--- config.mk ---
export PLATFORM = sky130hd
export DESIGN_NAME = roulette_round_ctrl
export DESIGN_NICKNAME = d
export VERILOG_FILES = /design/src/rtl/roulette_pkg.sv /design/src/rtl/roulette_round_ctrl_credit_accum.sv /design/src/rtl/roulette_round_ctrl.sv
export SDC_FILE = /design/constraint.sdc
export NUM_CORES = 1
export LEC_CHECK = 0
export CAP_MARGIN = 20
export CORE_MARGIN = 10
export CORE_UTILIZATION = 59
export CTS_BUF_LIST = sky130_fd_sc_hd__clkbuf_8
export DETAILED_ROUTE_END_ITERATION = 10
export PLACE_DENSITY = 0.82
export SYNTH_ARGS = -nofsm -noshare
export SYNTH_HDL_FRONTEND = slang
export SYNTH_SLANG_ARGS = --single-unit
--- constraint.sdc ---
create_clock -name clk -period 3.6 [get_ports clk]
set_clock_uncertainty 0.15 [all_clocks]
set_input_delay 0.36 -clock clk [delete_from_list [all_inputs] [get_ports clk]]
set_output_delay 0.36 -clock clk [all_outputs]
set_load 0.05 [all_outputs]
--- src/rtl/roulette_pkg.sv ---
// roulette_pkg: shared slot width, default credit/timing constants, state and credit-op encodings
package roulette_pkg;
    localparam int SLOT_W           = 3;
    localparam int CNT_W            = 32;
    localparam int DEF_CREDIT_W     = 10;
    localparam int DEF_INIT_CREDIT  = 100;
    localparam int DEF_BET_COST     = 10;
    localparam int DEF_PAYOUT       = 80;
    localparam int DEF_CREDIT_MAX   = 999;
    localparam int DEF_SPIN_TIMEOUT = 500_000_000;
    localparam int DEF_RESULT_HOLD  = 100_000_000;
    typedef enum logic [2:0] {
        S_IDLE   = 3'd0,
        S_ARM    = 3'd1,
        S_WAIT   = 3'd2,
        S_SETTLE = 3'd3,
        S_SHOW   = 3'd4,
        S_OVER   = 3'd5,
        S_FAULT  = 3'd6
    } state_t;
    localparam logic [1:0] OP_HOLD = 2'd0;
    localparam logic [1:0] OP_LOAD = 2'd1;
    localparam logic [1:0] OP_SUB  = 2'd2;
    localparam logic [1:0] OP_ADD  = 2'd3;
endpackage

--- src/rtl/roulette_round_ctrl_credit_accum.sv ---
// credit_accum: registered credit balance with load, debit and add saturating at CREDIT_MAX
module credit_accum
    import roulette_pkg::*;
#(
    parameter int CREDIT_W   = DEF_CREDIT_W,
    parameter int CREDIT_MAX = DEF_CREDIT_MAX
) (
    input  logic                clk,
    input  logic                rst,
    input  logic [1:0]          i_op,
    input  logic [CREDIT_W-1:0] i_amt,
    input  logic [CREDIT_W-1:0] i_init,
    output logic [CREDIT_W-1:0] o_credit
);
    logic [CREDIT_W-1:0] r_credit;
    logic [CREDIT_W:0]   w_sum;
    logic [CREDIT_W-1:0] w_add;
    assign w_sum    = {1'b0, r_credit} + {1'b0, i_amt};
    assign w_add    = (w_sum > (CREDIT_W+1)'(CREDIT_MAX)) ? CREDIT_W'(CREDIT_MAX) : w_sum[CREDIT_W-1:0];
    assign o_credit = r_credit;
    // apply the requested credit operation; debits are guarded by the caller so never underflow
    always_ff @(posedge clk) begin
        if (rst) r_credit <= i_init;
        else r_credit <= (i_op == OP_LOAD) ? i_amt :
                         (i_op == OP_SUB)  ? r_credit - i_amt :
                         (i_op == OP_ADD)  ? w_add : r_credit;
    end
endmodule

--- src/rtl/roulette_round_ctrl.sv ---
// roulette_round_ctrl: launches spins, settles bets, tracks credit and flags game-over/spinner timeout
module roulette_round_ctrl
    import roulette_pkg::*;
#(
    parameter int CREDIT_W     = DEF_CREDIT_W,
    parameter int INIT_CREDIT  = DEF_INIT_CREDIT,
    parameter int BET_COST     = DEF_BET_COST,
    parameter int PAYOUT       = DEF_PAYOUT,
    parameter int CREDIT_MAX   = DEF_CREDIT_MAX,
    parameter int SPIN_TIMEOUT = DEF_SPIN_TIMEOUT,
    parameter int RESULT_HOLD  = DEF_RESULT_HOLD
) (
    input  logic                clk,
    input  logic                rst,
    input  logic                i_spin_req,
    input  logic                i_new_game,
    input  logic [SLOT_W-1:0]   i_bet_pos,
    input  logic                i_spin_done,
    input  logic [SLOT_W-1:0]   i_result_pos,
    output logic                o_start_spin,
    output logic [CREDIT_W-1:0] o_credit,
    output logic [SLOT_W-1:0]   o_bet_latched,
    output logic [SLOT_W-1:0]   o_last_result,
    output logic                o_round_busy,
    output logic                o_win,
    output logic                o_lose,
    output logic                o_game_over,
    output logic                o_fault
);
    state_t              r_state;
    state_t              w_nxt;
    logic [CNT_W-1:0]    r_cnt;
    logic [SLOT_W-1:0]   r_bet;
    logic [SLOT_W-1:0]   r_res;
    logic                r_start;
    logic                r_busy;
    logic                r_win;
    logic                r_lose;
    logic                r_over;
    logic                r_fault;
    logic                w_low;
    logic                w_match;
    logic                w_to;
    logic                w_end;
    logic [1:0]          w_op;
    logic [CREDIT_W-1:0] w_amt;
    assign w_low   = o_credit < CREDIT_W'(BET_COST);
    assign w_match = r_res == r_bet;
    assign w_to    = r_cnt == CNT_W'(SPIN_TIMEOUT - 1);
    assign w_end   = r_cnt == CNT_W'(RESULT_HOLD - 1);
    // next round state; new_game abandons whatever is in flight
    always_comb begin
        w_nxt = r_state;
        if (i_new_game) w_nxt = S_IDLE;
        else begin
            case (r_state)
                S_IDLE:   if (i_spin_req) w_nxt = w_low ? S_OVER : S_ARM;
                S_ARM:    w_nxt = S_WAIT;
                S_WAIT:   w_nxt = i_spin_done ? S_SETTLE : w_to ? S_FAULT : S_WAIT;
                S_SETTLE: w_nxt = S_SHOW;
                S_SHOW:   if (w_end) w_nxt = w_low ? S_OVER : S_IDLE;
                default:  w_nxt = r_state;
            endcase
        end
    end
    // credit operation: debit at launch, refund on timeout, payout on match
    always_comb begin
        w_op  = i_new_game ? OP_LOAD :
                (r_state == S_ARM) ? OP_SUB :
                ((r_state == S_WAIT && !i_spin_done && w_to) || (r_state == S_SETTLE && w_match)) ? OP_ADD : OP_HOLD;
        w_amt = i_new_game ? CREDIT_W'(INIT_CREDIT) :
                (r_state == S_SETTLE) ? CREDIT_W'(PAYOUT) : CREDIT_W'(BET_COST);
    end
    // state register, shared wait/hold counter, captures and registered outputs
    always_ff @(posedge clk) begin
        if (rst) begin
            r_state <= S_IDLE;
            r_cnt   <= '0;
            r_bet   <= '0;
            r_res   <= '0;
            r_start <= 1'b0;
            r_busy  <= 1'b0;
            r_win   <= 1'b0;
            r_lose  <= 1'b0;
            r_over  <= 1'b0;
            r_fault <= 1'b0;
        end else begin
            r_state <= w_nxt;
            r_cnt   <= (w_nxt == r_state && (r_state == S_WAIT || r_state == S_SHOW)) ? r_cnt + 1'b1 : '0;
            r_bet   <= (r_state == S_ARM) ? i_bet_pos : r_bet;
            r_res   <= (r_state == S_WAIT && i_spin_done && !i_new_game) ? i_result_pos : r_res;
            r_start <= w_nxt == S_ARM;
            r_busy  <= w_nxt inside {S_ARM, S_WAIT, S_SETTLE, S_SHOW};
            r_win   <= (w_nxt == S_SHOW) && ((r_state == S_SETTLE) ? w_match : r_win);
            r_lose  <= (w_nxt == S_SHOW) && ((r_state == S_SETTLE) ? !w_match : r_lose);
            r_over  <= w_nxt == S_OVER;
            r_fault <= w_nxt == S_FAULT;
        end
    end
    credit_accum #(
        .CREDIT_W   (CREDIT_W),
        .CREDIT_MAX (CREDIT_MAX)
    ) u_credit (
        .clk      (clk),
        .rst      (rst),
        .i_op     (w_op),
        .i_amt    (w_amt),
        .i_init   (CREDIT_W'(INIT_CREDIT)),
        .o_credit (o_credit)
    );
    assign o_start_spin  = r_start;
    assign o_bet_latched = r_bet;
    assign o_last_result = r_res;
    assign o_round_busy  = r_busy;
    assign o_win         = r_win;
    assign o_lose        = r_lose;
    assign o_game_over   = r_over;
    assign o_fault       = r_fault;
endmodule

==> Yosys cells after proc, flatten, opt, wreduce, memory -nomap -nowiden <==
Cells that the tools add are included.
{ "word_totals": {"register_bits": 57, "input_bits": 11, "wordCells": 70} }
{ "classes": {"add_sub_neg": 3, "magnitude_cmp": 2, "eq_ne": 17, "muxes": 19, "n_bitwise": 1, "n_reduce_logical": 17} }
{ "op_table": {"columns": ["operator", "n"], "rows": [
  ["2-to-1 mux 10 bit", 4],
  ["adder 32 x 1 -> 32 bit, second input constant", 1],
  ["equality test 32 x 27 -> 1 bit, second input constant", 1],
  ["equality test 32 x 29 -> 1 bit, second input constant", 1],
  ["2-to-1 mux 3 bit", 7],
  ["one-hot mux 3 bit (5 select lines)", 1],
  ["2-to-1 mux 7 bit", 2],
  ["equality test 3 x 2 -> 1 bit, second input constant", 4],
  ["equality test 3 bit, second input constant", 4],
  ["adder 10 x 7 -> 11 bit", 1],
  ["greater-than comparator 11 x 10 -> 1 bit, second input constant", 1],
  ["< comparator 10 x 4 -> 1 bit, second input constant", 1],
  ["subtractor 10 x 7 -> 10 bit", 1],
  ["logical AND 1 bit", 8],
  ["equality test 3 x 1 -> 1 bit, second input constant", 2],
  ["equality test 3 bit", 2],
  ["2-to-1 mux 2 bit", 3],
  ["equality test 2 bit, second input constant", 2],
  ["nonzero test 4 bit", 1],
  ["logical NOT 1 bit", 3],
  ["logical NOT 3 bit", 1],
  ["nonzero test 3 bit", 1],
  ["equality test 2 x 1 -> 1 bit, second input constant", 1],
  ["logical OR 1 bit", 2],
  ["3 further kinds", 4]
]} }

==> Depth between registers and ports, before layout <==
Gate-level depths: netlist (run 1).
{ "depth": {"word_depth": 11, "mapped_depth": 14, "ltp_nobuf": 13} }

==> Hierarchy <==
A second synthesis (run 1) with hierarchy kept.
{ "hier_totals": {"hier_cells": 471, "area_unflattened_um2": 4246.6} }
{ "by_module_without_submodules": {"columns": ["module", "n_inst", "cells_per_inst", "area_per_inst_um2"], "rows": [
  ["roulette_round_ctrl", 1, 280, 2643.8],
  ["credit_accum", 1, 191, 1602.8]
]} }

==> Worst setup path before layout (run 1) <==
OpenSTA, ideal clock, no wires.
{ "synth_path": {"kind": "reg2reg", "start": "reg r_state[2]", "end": "reg u_credit.r_credit[1], in the netlist u_credit.o_credit[1]", "setup_ps": 122, "t_arrival_ps": 2747, "required_time_ps": 3328, "setup_slack_ps": 581, "path_stages_with_launch": 15, "path_buffers": 1, "synth_period_minus_slack_ps": 3019, "path_cell_list": "dfxtp_1 > buf_2 > nor2b_4 > nand2_1 > nand2_1 > inv_1 > ha_1 > fa_1 > nand2b_4 > a211oi_4 > o2111ai_1 > o311ai_0 > o211a_1 > o41a_1 > a2bb2oi_1"} }
{ "synth_between": {"elab_chain_len": 10} }
{ "synth_lines": {"columns": ["item", "line", "source"], "rows": [
  ["from (decl)", "roulette_round_ctrl.sv:30", "state_t r_state;"],
  ["from (signal assigned)", "roulette_round_ctrl.sv:88", "r_state <= w_nxt;"],
  ["branches (longest 10 deep; another with adder 10 x 7 -> 11 bit)", null, null],
  ["to (signal assigned)", "roulette_round_ctrl_credit_accum.sv:23", "if (rst) r_credit <= i_init;"],
  ["to (signal assigned)", "roulette_round_ctrl_credit_accum.sv:24", "else r_credit <= (i_op == OP_LOAD) ? i_amt :"],
  ["to (decl)", "roulette_round_ctrl_credit_accum.sv:15", "logic [CREDIT_W-1:0] r_credit;"]
]} }
Parallel ways; which one is timed is not known. The select of a mux whose other input is x is not followed.
A chain may end at the register's enable or synchronous reset.

==> Worst setup path in the final report (run 1) <==
Same ends and word-level chain as after synthesis.

==> results of run 1 <==
-- per-layer routing --
metal | global-route usage, % | up-vias
li1 | - | 1504
met1 | 23.5 | 1490
met2 | 30.3 | 82
met3 | 5.68 | 8
met4 | 4.30 | 0
met5 | 0 | -
-- state kept, by name (all words and copies together) (netlist names) --
| signal | count |
|---|---|
| o_lose | 1 |
| o_round_busy | 1 |
| r_state | 3 |
| o_bet_latched | 3 |
| o_last_result | 3 |
| o_game_over | 1 |
| o_win | 1 |
| o_fault | 1 |
| u_credit.o_credit | 10 |
| r_cnt | 32 |
| o_start_spin | 1 |
-- worst max-delay path, cell delays in order, from the launching register on --
cell and delay (ns):
dfxtp_1 0.41, nor2b_4 0.22, nand2_1 0.15, nand2_1 0.16, inv_1 0.12, ha_1 0.24
fa_1 0.49, nand2b_4 0.14, a211oi_4 0.07, o2111ai_1 0.18, o311ai_0 0.15, o211a_1 0.31
o41a_1 0.33, a2bb2oi_1 0.13
-- cell usage after synthesis, drive strengths merged (2+ instances only) --
cell and n:
nor2 61, dfxtp 57, nand2 40, xor2 27, nand3 25, inv 16, a21oi 15, and3 14
ha 14, o21ai 14, xnor2 14, nor3 13, buf 12, nor4 11, nor2b 7, nand4 6
o211ai 5, clkbuf 4, mux2i 3, nor3b 3, o31ai 3, a21o 2, a31oi 2, and2 2
and4 2, fa 2, mux2 2, nand2b 2, o211a 2, o21a 2, o21bai 2, o22ai 2
o311ai 2
-- area by class of cell --
class | instances | area [sq um] | share of cell area, %
clock buffer | 11 | 151 | 3.82
clock inverter | 5 | 30.0 | 0.758
inverter | 16 | 60.1 | 1.52
multi-input combinational | 323 | 2130 | 53.6
sequential | 57 | 1140 | 28.8
tap | 72 | 90.1 | 2.27
timing repair buffer | 38 | 365 | 9.22
-- worst min-delay path by stage --
stage,start,endpoint,depth (start not counted)
after detailed placement,r_cnt[0],r_cnt[0],1
final,r_cnt[0],r_cnt[0],1
after floorplan,r_cnt[0],r_cnt[0],1
after CTS,r_cnt[0],r_cnt[0],1
after global routing,r_cnt[0],r_cnt[0],1
after global placement,r_cnt[0],r_cnt[0],1
-- placed cells by master (no fill, tap or decap), types with 3 or more instances in the layout --
cell,n
a21oi_1,14
o211ai_1,5
xor2_1,27
nor2b_1,5
nand2_1,40
nor3_1,13
buf_4,6
o21ai_0,12
clkbuf_8,11
o31ai_1,3
nor4_1,8
clkinv_2,3
mux2i_1,3
inv_1,16
ha_1,14
nor2_1,59
and3_1,14
xnor2_1,14
clkdlybuf4s50_1,32
nor4_2,3
nand3_1,24
nand4_1,6
dfxtp_1,57
-- power groups by stage --
stage               combinational, mW  clock (mW)  sequential (mW)
global placement                0.149           0            0.655
CTS                             0.151       0.541            0.641
detailed placement              0.149           0            0.655
global route                    0.165       0.574            0.641
finish                          0.153       0.538            0.641
floorplan                      0.0917           0            0.667
-- through the flow --
| stage | hold WS, ns | setup WS, ns | power (mW) |
|---|---|---|---|
| 6_report | 0.300 | 0.240 | 1.33 |
| 4_1_cts | 0.303 | 0.148 | 1.33 |
| 5_1_grt | 0.332 | 0.0278 | 1.38 |
| 2_1_floorplan | 0.263 | 0.581 | 0.759 |
| 3_5_place_dp | 0.290 | -0.0278 | 0.804 |
| 3_3_place_gp | 0.275 | 0.130 | 0.804 |
-- logic make-up (layout without fill, tap and decap cells) --
logic type / Yosys count / after routing / synth area share (%)
buffers and inverters: 32 / 70 / 4.99
AOI/OAI and AO/OA: 66 / 66 / 13.5
and+or+nand+nor: 195 / 195 / 30.0
adders and majority gates: 16 / 16 / 6.27
xor gates and xnor gates: 41 / 41 / 10.5
DFF: 57 / 57 / 33.2
muxes: 5 / 5 / 1.53
-- what timing repair did --
item | 4_1_cts | 5_1_grt
resized for setup | 0 | 1
setup buffers | 0 | 0
setup endpoints to repair | 0 | 1
==> summary.md, run 1 <==
| Metric | Value |
|---|---|
| Status | `finished clean` |
| EDFF count, synth | `0` |
| Sw Ratio | `26.6%` |
| Slew margin rel. | `approximately 60%` |
| RSZ-0062 raised after global routing | `false` |
| GR Util All Layers | `18.6%` |
| CP Data Required Time | `3.68 ns` |
| Top-area cell type share of the netlist area | `33.2%` |
| Vias per std cell | `5.91` |
| Arr. time, crit path | `3.44 ns` |
| Vias post-DR | `3084` |
| Pint | `0.978 mW` |
| Final design utilization | `71.1%` |
| Area leader, netlist | `dfxtp_1` |
| Clock power frac | `40.4%` |
| FF+latch count, synth | `57` |
| Max-slew violations | `0` |
| Antenna violations before repair | `0` |
| Yosys Warn Count | `0` |
| R2r worst-path depth | `13` |
| Psw | `0.354 mW` |
| Nets | `approximately 470` |
| Largest cells by area after synthesis | `dfxtp_1, xor2_1, nor2_1` |
| Fmax achieved | `roughly 300 MHz` |
| Setup violators final | `0` |
| Combinational fraction of design power | `11.5%` |
| Die Ht | `96.3 microns` |
| Row cnt | `27` |
| Final ANT Viol Nets | `0` |
| Top routing layer used | `met4` |
| Gpl congestion | `0.987` |
| Count of different cell masters after synthesis | `72` |
| Non-Filler Instances | `between 500 and 600` |
| CP Max Fanout | `8` |
| Post-Syn Instances | `412` |
| Reg2reg end | `u_credit.o_credit[1]` |
| WS Path Type | `reg -> reg` |
| Placed Area | `around 0.0038 sq mm` |
| Minimum clock period | `3.36 ns` |
| CP Capture Point | `u_credit.o_credit[1]` |
| CTS tree | `done` |
| CTS Hold Buffers Added | `0` |
| # placed instances | `between 500 and 600` |
| CTS root buf | `clkbuf_8` |
| DR WL met3 | `roughly 530 microns` |
| IO buf count | `32` |
| Final Hold Viols | `0` |
| Final setup TNS | `0 ns` |
| Avg Cell Area, Syn | `8.33 sq um` |
| Drt pass-1 iters | `5` |
| DR iter-0 viols | `250` |
| Wl on met1 | `about 3800 microns` |
| # DRC | `0` |
| Max-cap violations | `0` |
| Top_reg_cell synth | `dfxtp_1` |
| Power density over the cells | `336 mW/mm^2` |
| Static Leak | `1.47 nW` |
| Reg2reg setup slack | `0.24 ns` |
| CTS clk-pin slew, worst paths | `0.07 ns` |
| Startpoint Class | `flip-flop` |
| Largest net degree at the start of global routing | `33` |
| Register area share after synthesis | `33.2%` |
| First-pass GRT wire length | `13700 microns` |
| Routed wire length | `8530 microns` |
| Initial core utilization | `61.6%` |
| # IOs | `33` |
| Critical Path Sink Type | `flip-flop` |
| CORE AREA | `between 0.005 and 0.006 sq mm` |
| Die width | `96.3 microns` |
| Total gr overflow | `0` |
| Syn nets | `about 440` |
| Fillers | `444` |
| Cell area after layout | `0.00396 sq mm` |
| Placed wire-length estimate | `6360 microns` |
| Min-delay worst type | `reg -> reg` |
| Avg WL per Cell | `about 16 microns` |
| Worst skew pair latency | `about 0.34 ns` |
| Worst VDD drop | `0.328 mV` |
| Reg2reg start | `r_state[2]` |
| Post-synthesis to final-layout area growth | `15.5%` |
| Clock Tree Buf Depth | `2` |
| Ys async rst share | `0%` |
| Metal2 WL | `4120 microns` |
| Crit path from | `r_state[2]` |
| Actual slew at the worst max-slew pin | `0.601 ns` |
| Mapped Area | `roughly 0.0034 sq mm` |
| Flop pwr share | `48.1%` |
| Vias in the first global route | `approximately 2800` |
| Share of layout cells above drive strength 1 | `9.78%` |
| Die ar. | `0.00927 sq mm` |
| H-tree levels | `3` |
| Clock Sink Count | `57` |
| Antenna fix cells | `0` |
| CTS buffer count | `9` |
| Fin crit share | `93.3%` |
Note: power is estimated with default switching activity, not from simulation.
==> run 2: changes to the inputs <==
--- a/config.mk
+++ b/config.mk
@@ -6,11 +6,11 @@
 export NUM_CORES = 1
 export LEC_CHECK = 0
 export CAP_MARGIN = 20
-export CORE_MARGIN = 10
 export CORE_UTILIZATION = 59
 export CTS_BUF_LIST = sky130_fd_sc_hd__clkbuf_8
 export DETAILED_ROUTE_END_ITERATION = 10
 export PLACE_DENSITY = 0.82
+export SLEW_MARGIN = 20
 export SYNTH_ARGS = -nofsm -noshare
 export SYNTH_HDL_FRONTEND = slang
 export SYNTH_SLANG_ARGS = --single-unit
==> summary.md, run 2 (synthesized netlist as in run 1, its figures left out) <==
| Metric | Value |
|---|---|
| Status | `finished clean (unchanged)` |
| Clock Tree Buf Depth | `2 (unchanged)` |
| Fmax achieved | `300 MHz (was 298 MHz)` |
| CTS clk-pin slew, worst paths | `0.06 ns (was 0.07 ns)` |
| Reg2reg end | `u_credit.o_credit[1] (unchanged)` |
| Reg2reg setup slack | `0.27 ns (was 0.24 ns)` |
| Most flop-heavy register | `r_cnt (unchanged)` |
| Crit path top cell by count | `nand2_1 (unchanged)` |
| Setup violators final | `0 (unchanged)` |
| RSZ-0062 raised after global routing | `false (unchanged)` |
| CTS tree | `done (unchanged)` |
| Fillers | `453 (was 444)` |
| Total gr overflow | `0 (unchanged)` |
| Min-delay worst type | `reg -> reg (unchanged)` |
| Actual slew at the worst max-slew pin | `0.604 ns (was 0.601 ns)` |
| Antenna violations before repair | `0 (unchanged)` |
| First-pass GRT wire length | `13300 microns (was 13700 microns)` |
| Worst slack at placement | `-0.0670 ns (was -0.0278 ns)` |
| Worst skew pair latency | `0.35 ns (was 0.34 ns)` |
| Minimum clock period | `3.33 ns (was 3.36 ns)` |
| Vias in the first global route | `3021 (was 2837)` |
| Share of layout cells above drive strength 1 | `9.35% (was 9.78%)` |
| Die width | `78.3 microns (was 96.3 microns)` |
| Row cnt | `27 (unchanged)` |
| Met1 Resource Use GR | `33.0% (was 23.5%)` |
| CP Data Required Time | `3.68 ns (about the same)` |
| Critical Path Sink Type | `flip-flop (unchanged)` |
| Crit-path cells | `nor2b_4 > nand2_1 > nand2_1 > inv_1 > ha_1 > fa_1 > nand2b_4 > a211oi_4 > o2111ai_1 > o311ai_0 > o211a_1 > o41a_1 > a2bb2oi_1 (unchanged)` |
| Nets | `473 (was 472)` |
| CP max-delay cell | `fa_1 (unchanged)` |
| Max incr delay on CP | `0.49 ns (about the same)` |
| # IOs | `33 (unchanged)` |
| Post-synthesis to final-layout area growth | `14.8% (was 15.5%)` |
| Non-Filler Instances | `521 (was 522)` |
| Max-cap violations | `0 (unchanged)` |
| Vias post-DR | `3098 (was 3084)` |
| Fin crit share | `92.6% (was 93.3%)` |
| Largest net degree at the start of global routing | `33 (unchanged)` |
| Met2 GRT Util | `46.5% (was 30.3%)` |
| DR iter-0 viols | `135 (was 250)` |
| Initial core utilization | `61.9% (was 61.6%)` |
| Antenna fix cells | `0 (unchanged)` |
| Grt peak-use layer | `met2 (unchanged)` |
| CP Max Fanout | `8 (unchanged)` |
| Final ANT Viol Nets | `0 (unchanged)` |
| Placed wire-length estimate | `5910 microns (was 6360 microns)` |
| Flip-flop count of the largest register after layout | `32 (unchanged)` |
| Worst Hold End | `r_cnt[0] (unchanged)` |
| Clock Sink Count | `57 (unchanged)` |
| Arr. time, crit path | `3.41 ns (was 3.44 ns)` |
| Final design utilization | `71.1% (about the same)` |
| Drt pass-1 iters | `5 (unchanged)` |
| Most frequent cells in the layout | `nor2_1, dfxtp_1, nand2_1, clkdlybuf4s50_1, xor2_1 (unchanged)` |
| WHS Path Cells | `1 (unchanged)` |
| IO buf count | `32 (unchanged)` |
| GR Util All Layers | `27.8% (was 18.6%)` |
| # placed instances | `507 (was 506)` |
| Power density over the cells | `322 mW/mm^2 (was 336 mW/mm^2)` |
| Gpl congestion | `0.971 (was 0.987)` |
| WS Path Type | `reg -> reg (unchanged)` |
| Avg WL per Cell | `15.4 microns (was 16.3 microns)` |
| Met3 Resource Use GR | `7.91% (was 5.68%)` |
| CTS root buf | `clkbuf_8 (unchanged)` |
| Reg2reg start | `r_state[2] (unchanged)` |
| Routed wire length | `8000 microns (was 8530 microns)` |
| Vias per std cell | `5.95 (was 5.91)` |
| Final Hold Viols | `0 (unchanged)` |
| Hold Crit Start | `r_cnt[0] (unchanged)` |
| Setup slack after layout | `0.265 ns (was 0.240 ns)` |
| Die ar. | `0.00613 sq mm (was 0.00927 sq mm)` |
| Startpoint Class | `flip-flop (unchanged)` |
| Cell area after layout | `0.00394 sq mm (was 0.00396 sq mm)` |
| Placed Area | `0.00378 sq mm (about the same)` |
| # DRC | `0 (unchanged)` |
| Static Leak | `1.47 nW (about the same)` |
| Leading cell type in the layout, fill and taps excluded | `nor2_1 (unchanged)` |
| R2r worst-path depth | `13 (unchanged)` |
| CORE AREA | `0.00554 sq mm (was 0.00557 sq mm)` |
| Die Ht | `78.3 microns (was 96.3 microns)` |
| H-tree levels | `3 (unchanged)` |
| Post-CTS Setup Inserts | `0 (unchanged)` |
| CTS buffer count | `9 (unchanged)` |
| Max-slew violations | `0 (unchanged)` |
| Worst VDD drop | `0.279 mV (was 0.328 mV)` |
| Slew margin rel. | `59.4% (was 59.8%)` |
==> run 2: changes by cell type in the layout (fill, tap and decap cells not counted), sizes merged <==
cell and delta:
buf +1, inv +1, clkbuf -2, clkinvlp -1
==> run 2: how the worst max path moves through the flow <==
stage	startpoint	to	slack (ns)	cells after the start
6_report	r_state[2]	u_credit.o_credit[1]	0.27	13
3_3_place_gp	i_new_game	u_credit.o_credit[7]	0.08	13
3_5_place_dp	i_new_game	u_credit.o_credit[7]	-0.07	13
4_1_cts	r_state[2]	u_credit.o_credit[7]	0.17	13
2_1_floorplan	r_state[2]	u_credit.o_credit[1]	0.58	14
5_1_grt	r_state[2]	u_credit.o_credit[1]	0.06	13
==> run 2: per-stage QoR <==
step / total power, mW / hold slack (ns) / TNS [ns]
final: 1.27 / 0.292 / 0
after CTS: 1.27 / 0.295 / 0
after global placement: 0.803 / 0.276 / 0
after detailed placement: 0.804 / 0.285 / -0.0670
after global routing: 1.31 / 0.316 / 0
after floorplan: 0.759 / 0.263 / 0
==> run 2: layout make-up <==
cell class	count	area, sq um	area share, %
Clock buffer	9	124	3.14
Clock inverter	5	26.3	0.667
Inverter	16	60.1	1.52
Multi-Input combinational cell	323	2130	54.0
Sequential cell	57	1140	29.0
Tap cell	72	90.1	2.29
Timing Repair Buffer	39	373	9.46
==> run 2: worst max-delay path: cells and delay by family, from the launching register on <==
family / cells / cell delay, ns
buffers and inverters: 1 / 0.12
AO/OA/AOI/OAI: 6 / 1.14
adder cells (fa/ha/maj): 2 / 0.73
AND/OR/NAND/NOR: 4 / 0.66
flip-flops: 1 / 0.41
==> run 2: layer usage <==
metal | up-vias | share of wire (%)
met2 | 124 | 47
met3 | 20 | 6.5
met1 | 1447 | 45
li1 | 1507 | -
met5 | - | 0
met4 | 0 | 1.8
==> run 2: power by group <==
group	switching (mW)	total (mW)	internal [mW]
clock	0.240	0.474	0.234
sequential	0.00579	0.642	0.636
combinational	0.0929	0.154	0.0606
total	0.338	1.27	0.931
==> run 2: timing repair <==
action / in CTS / in global routing
hold buffers: 0 / 0
endpoints found under the setup margin: 0 / 1
hold endpoints to repair: 0 / 0
gates resized for setup: 0 / 1
==> run 3: changes to the inputs <==
--- a/config.mk
+++ b/config.mk
@@ -9,7 +9,7 @@
 export CORE_UTILIZATION = 59
 export CTS_BUF_LIST = sky130_fd_sc_hd__clkbuf_8
 export DETAILED_ROUTE_END_ITERATION = 10
-export PLACE_DENSITY = 0.82
+export PLACE_DENSITY = 0.94
 export SLEW_MARGIN = 20
 export SYNTH_ARGS = -nofsm -noshare
 export SYNTH_HDL_FRONTEND = slang
==> constraint.sdc (replaced) <==
create_clock -name clk -period 3.7 [get_ports clk]
set_clock_uncertainty 0.15 [all_clocks]
set_input_delay 0.37 -clock clk [delete_from_list [all_inputs] [get_ports clk]]
set_output_delay 0.37 -clock clk [all_outputs]
set_load 0.05 [all_outputs]
==> summary.md, run 3 (synthesized netlist as in run 1, its figures left out) <==
| Metric | Value |
|---|---|
| # IOs | `33 (unchanged)` |
| CTS Hold Buffers Added | `0 (unchanged)` |
| Vias post-DR | `3197 (was 3098)` |
| Antenna fix cells | `0 (unchanged)` |
| Max-slew violations | `0 (unchanged)` |
| Worst skew pair latency | `0.33 ns (was 0.35 ns)` |
| Final Hold Viols | `0 (unchanged)` |
| Power density over the cells | `326 mW/mm^2 (was 322 mW/mm^2)` |
| GR Util All Layers | `28.6% (was 27.8%)` |
| Minimum clock period | `3.42 ns (was 3.33 ns)` |
| Total gr overflow | `0 (unchanged)` |
| CTS clk-pin slew, worst paths | `0.06 ns (about the same)` |
| Final ANT Viol Nets | `0 (unchanged)` |
| CP Data Required Time | `3.76 ns (was 3.68 ns)` |
| R2r worst-path depth | `13 (unchanged)` |
| Non-Filler Instances | `520 (was 521)` |
| WS Path Type | `reg -> reg (unchanged)` |
| Vias in the first global route | `2925 (was 3021)` |
| Vias per std cell | `6.15 (was 5.95)` |
| Actual slew at the worst max-slew pin | `0.695 ns (was 0.604 ns)` |
| Die width | `78.3 microns (unchanged)` |
| Most flop-heavy register | `r_cnt (unchanged)` |
| Post-synthesis to final-layout area growth | `15.2% (was 14.8%)` |
| Placed Area | `0.00377 sq mm (was 0.00378 sq mm)` |
| First-pass GRT wire length | `13700 microns (was 13300 microns)` |
| # placed instances | `505 (was 507)` |
| Fin crit share | `92.3% (was 92.6%)` |
| Metal2 WL | `4000 microns (was 3770 microns)` |
| Clock Sink Count | `57 (unchanged)` |
| Die ar. | `0.00613 sq mm (unchanged)` |
| # DRC | `0 (unchanged)` |
| Slew margin rel. | `53.3% (was 59.4%)` |
| Hold Slack | `0.294 ns (was 0.292 ns)` |
| Antenna violations before repair | `0 (unchanged)` |
| Most frequent cells in the layout | `nor2_1, dfxtp_1, nand2_1, clkdlybuf4s50_1, xor2_1 (unchanged)` |
| Largest net degree at the start of global routing | `33 (unchanged)` |
| Final setup TNS | `0 ns (unchanged)` |
| Max incr delay on CP | `0.54 ns (was 0.49 ns)` |
| Row cnt | `27 (unchanged)` |
| Placed wire-length estimate | `6050 microns (was 5910 microns)` |
| CP max-delay cell | `dfxtp_1 (was fa_1)` |
| Cell area after layout | `0.00396 sq mm (was 0.00394 sq mm)` |
| Share of layout cells above drive strength 1 | `9.38% (was 9.35%)` |
| Reg2reg end | `u_credit.o_credit[1] (unchanged)` |
| Worst VDD drop | `0.346 mV (was 0.279 mV)` |
| IO buf count | `32 (unchanged)` |
| CTS buffer count | `9 (unchanged)` |
| Arr. time, crit path | `3.47 ns (was 3.41 ns)` |
| Fmax achieved | `293 MHz (was 300 MHz)` |
| Static Leak | `1.47 nW (about the same)` |
| Drt pass-1 iters | `5 (unchanged)` |
| Status | `finished clean (unchanged)` |
| Avg WL per Cell | `15.8 microns (was 15.4 microns)` |
| Top routing layer used | `met4 (unchanged)` |
| Reg2reg start | `r_state[2] (unchanged)` |
| Gpl congestion | `0.966 (was 0.971)` |
| DR WL met3 | `528 microns (was 523 microns)` |
| Crit-path cells | `nor2b_4 > nand2_1 > nand2_1 > inv_1 > ha_1 > fa_1 > nand2b_4 > a211oi_4 > nor3_1 > mux2_2 > o211a_1 > o41a_1 > a2bb2oi_1 (was nor2b_4 > nand2_1 > nand2_1 > inv_1 > ha_1 > fa_1 > nand2b_4 > a211oi_4 > o2111ai_1 > o311ai_0 > o211a_1 > o41a_1 > a2bb2oi_1)` |
| CTS root buf | `clkbuf_8 (unchanged)` |
| Startpoint Class | `flip-flop (unchanged)` |
| Flip-flop count of the largest register after layout | `32 (unchanged)` |
| CORE AREA | `0.00554 sq mm (unchanged)` |
| Critical Path Sink Type | `flip-flop (unchanged)` |
| CTS tree | `done (unchanged)` |
| DR iter-0 viols | `329 (was 135)` |
| Max-cap violations | `0 (unchanged)` |
| Nets | `471 (was 473)` |
| Clock Tree Buf Depth | `2 (unchanged)` |
| Crit path top cell by count | `nand2_1 (unchanged)` |
| Reg2reg setup slack | `0.28 ns (was 0.27 ns)` |
| Setup violators final | `0 (unchanged)` |
| CP Capture Point | `u_credit.o_credit[1] (unchanged)` |
| H-tree levels | `3 (unchanged)` |
| CP Max Fanout | `8 (unchanged)` |
| Routed wire length | `8190 microns (was 8000 microns)` |
| Initial core utilization | `61.9% (unchanged)` |
| RSZ-0062 raised after global routing | `false (unchanged)` |
| Die Ht | `78.3 microns (unchanged)` |
| Crit path from | `r_state[2] (unchanged)` |
| Wl on met1 | `3500 microns (was 3570 microns)` |
| Leading cell type in the layout, fill and taps excluded | `nor2_1 (unchanged)` |
| Min-delay worst type | `reg -> reg (unchanged)` |
==> run 3: cell types whose count changed in the layout (fill, tap and decap cells not counted) <==
cell	previous run	this run
buf_4	7	5
clkbuf_8	9	12
clkinvlp_4	1	0
inv_1	17	16
==> run 3: critical path: cells and delay by family, from the launching register on <==
kind	cells	cell delay, ns
mux	1	0.27
simple gates	5	0.64
flops	1	0.54
compound gates	4	1.01
buf+inv	1	0.16
fa+ha+maj	2	0.53
==> run 3: routing by layer <==
metal	track usage [%]	vias to the layer above
met3	5.93	23
li1	-	1505
met4	9.26	0
met2	48.9	147
met1	35.8	1522
met5	0	-
==> run 3: how the worst min path moves through the flow <==
stage	from	end	slack, ns	depth (start not counted)
finish	r_cnt[0]	r_cnt[0]	0.29	1
global route	r_cnt[0]	r_cnt[0]	0.33	1
CTS	r_cnt[0]	r_cnt[0]	0.30	1
detailed placement	r_cnt[0]	r_cnt[0]	0.29	1
global placement	r_cnt[0]	r_cnt[0]	0.28	1
floorplan	r_cnt[0]	r_cnt[0]	0.26	1
==> run 3: per-stage QoR <==
step / utilization (%) / setup WS [ns] / total power, mW
after floorplan: - / 0.681 / 0.738
after global placement: 68.0 / 0.237 / 0.776
after detailed placement: 68.0 / 0.128 / 0.779
after CTS: 71.3 / 0.299 / 1.29
after global routing: 71.4 / 0.103 / 1.34
final: 71.4 / 0.284 / 1.29
==> run 3: layout make-up <==
type                    count  area [sq um]
inverters                  16          60.1
fillers                   410          1590
repair buffers             37           358
multi-input cells         323          2130
clock buffers              12           165
well taps                  72          90.1
flip-flops and latches     57          1140
clock inverters             3          15.0
==> run 3: where the power goes <==
group | total (mW) | switching (mW) | leakage [nW] | internal (mW)
logic | 0.147 | 0.0894 | 0.917 | 0.0574
clock network | 0.519 | 0.228 | 0.0980 | 0.290
registers | 0.624 | 0.00529 | 0.460 | 0.619
total | 1.29 | 0.323 | 1.47 | 0.966
==> run 3: what timing repair did <==
action,4_1_cts,5_1_grt
resized for setup,0,1
setup buffers,0,0
endpoints found under the setup margin,0,1
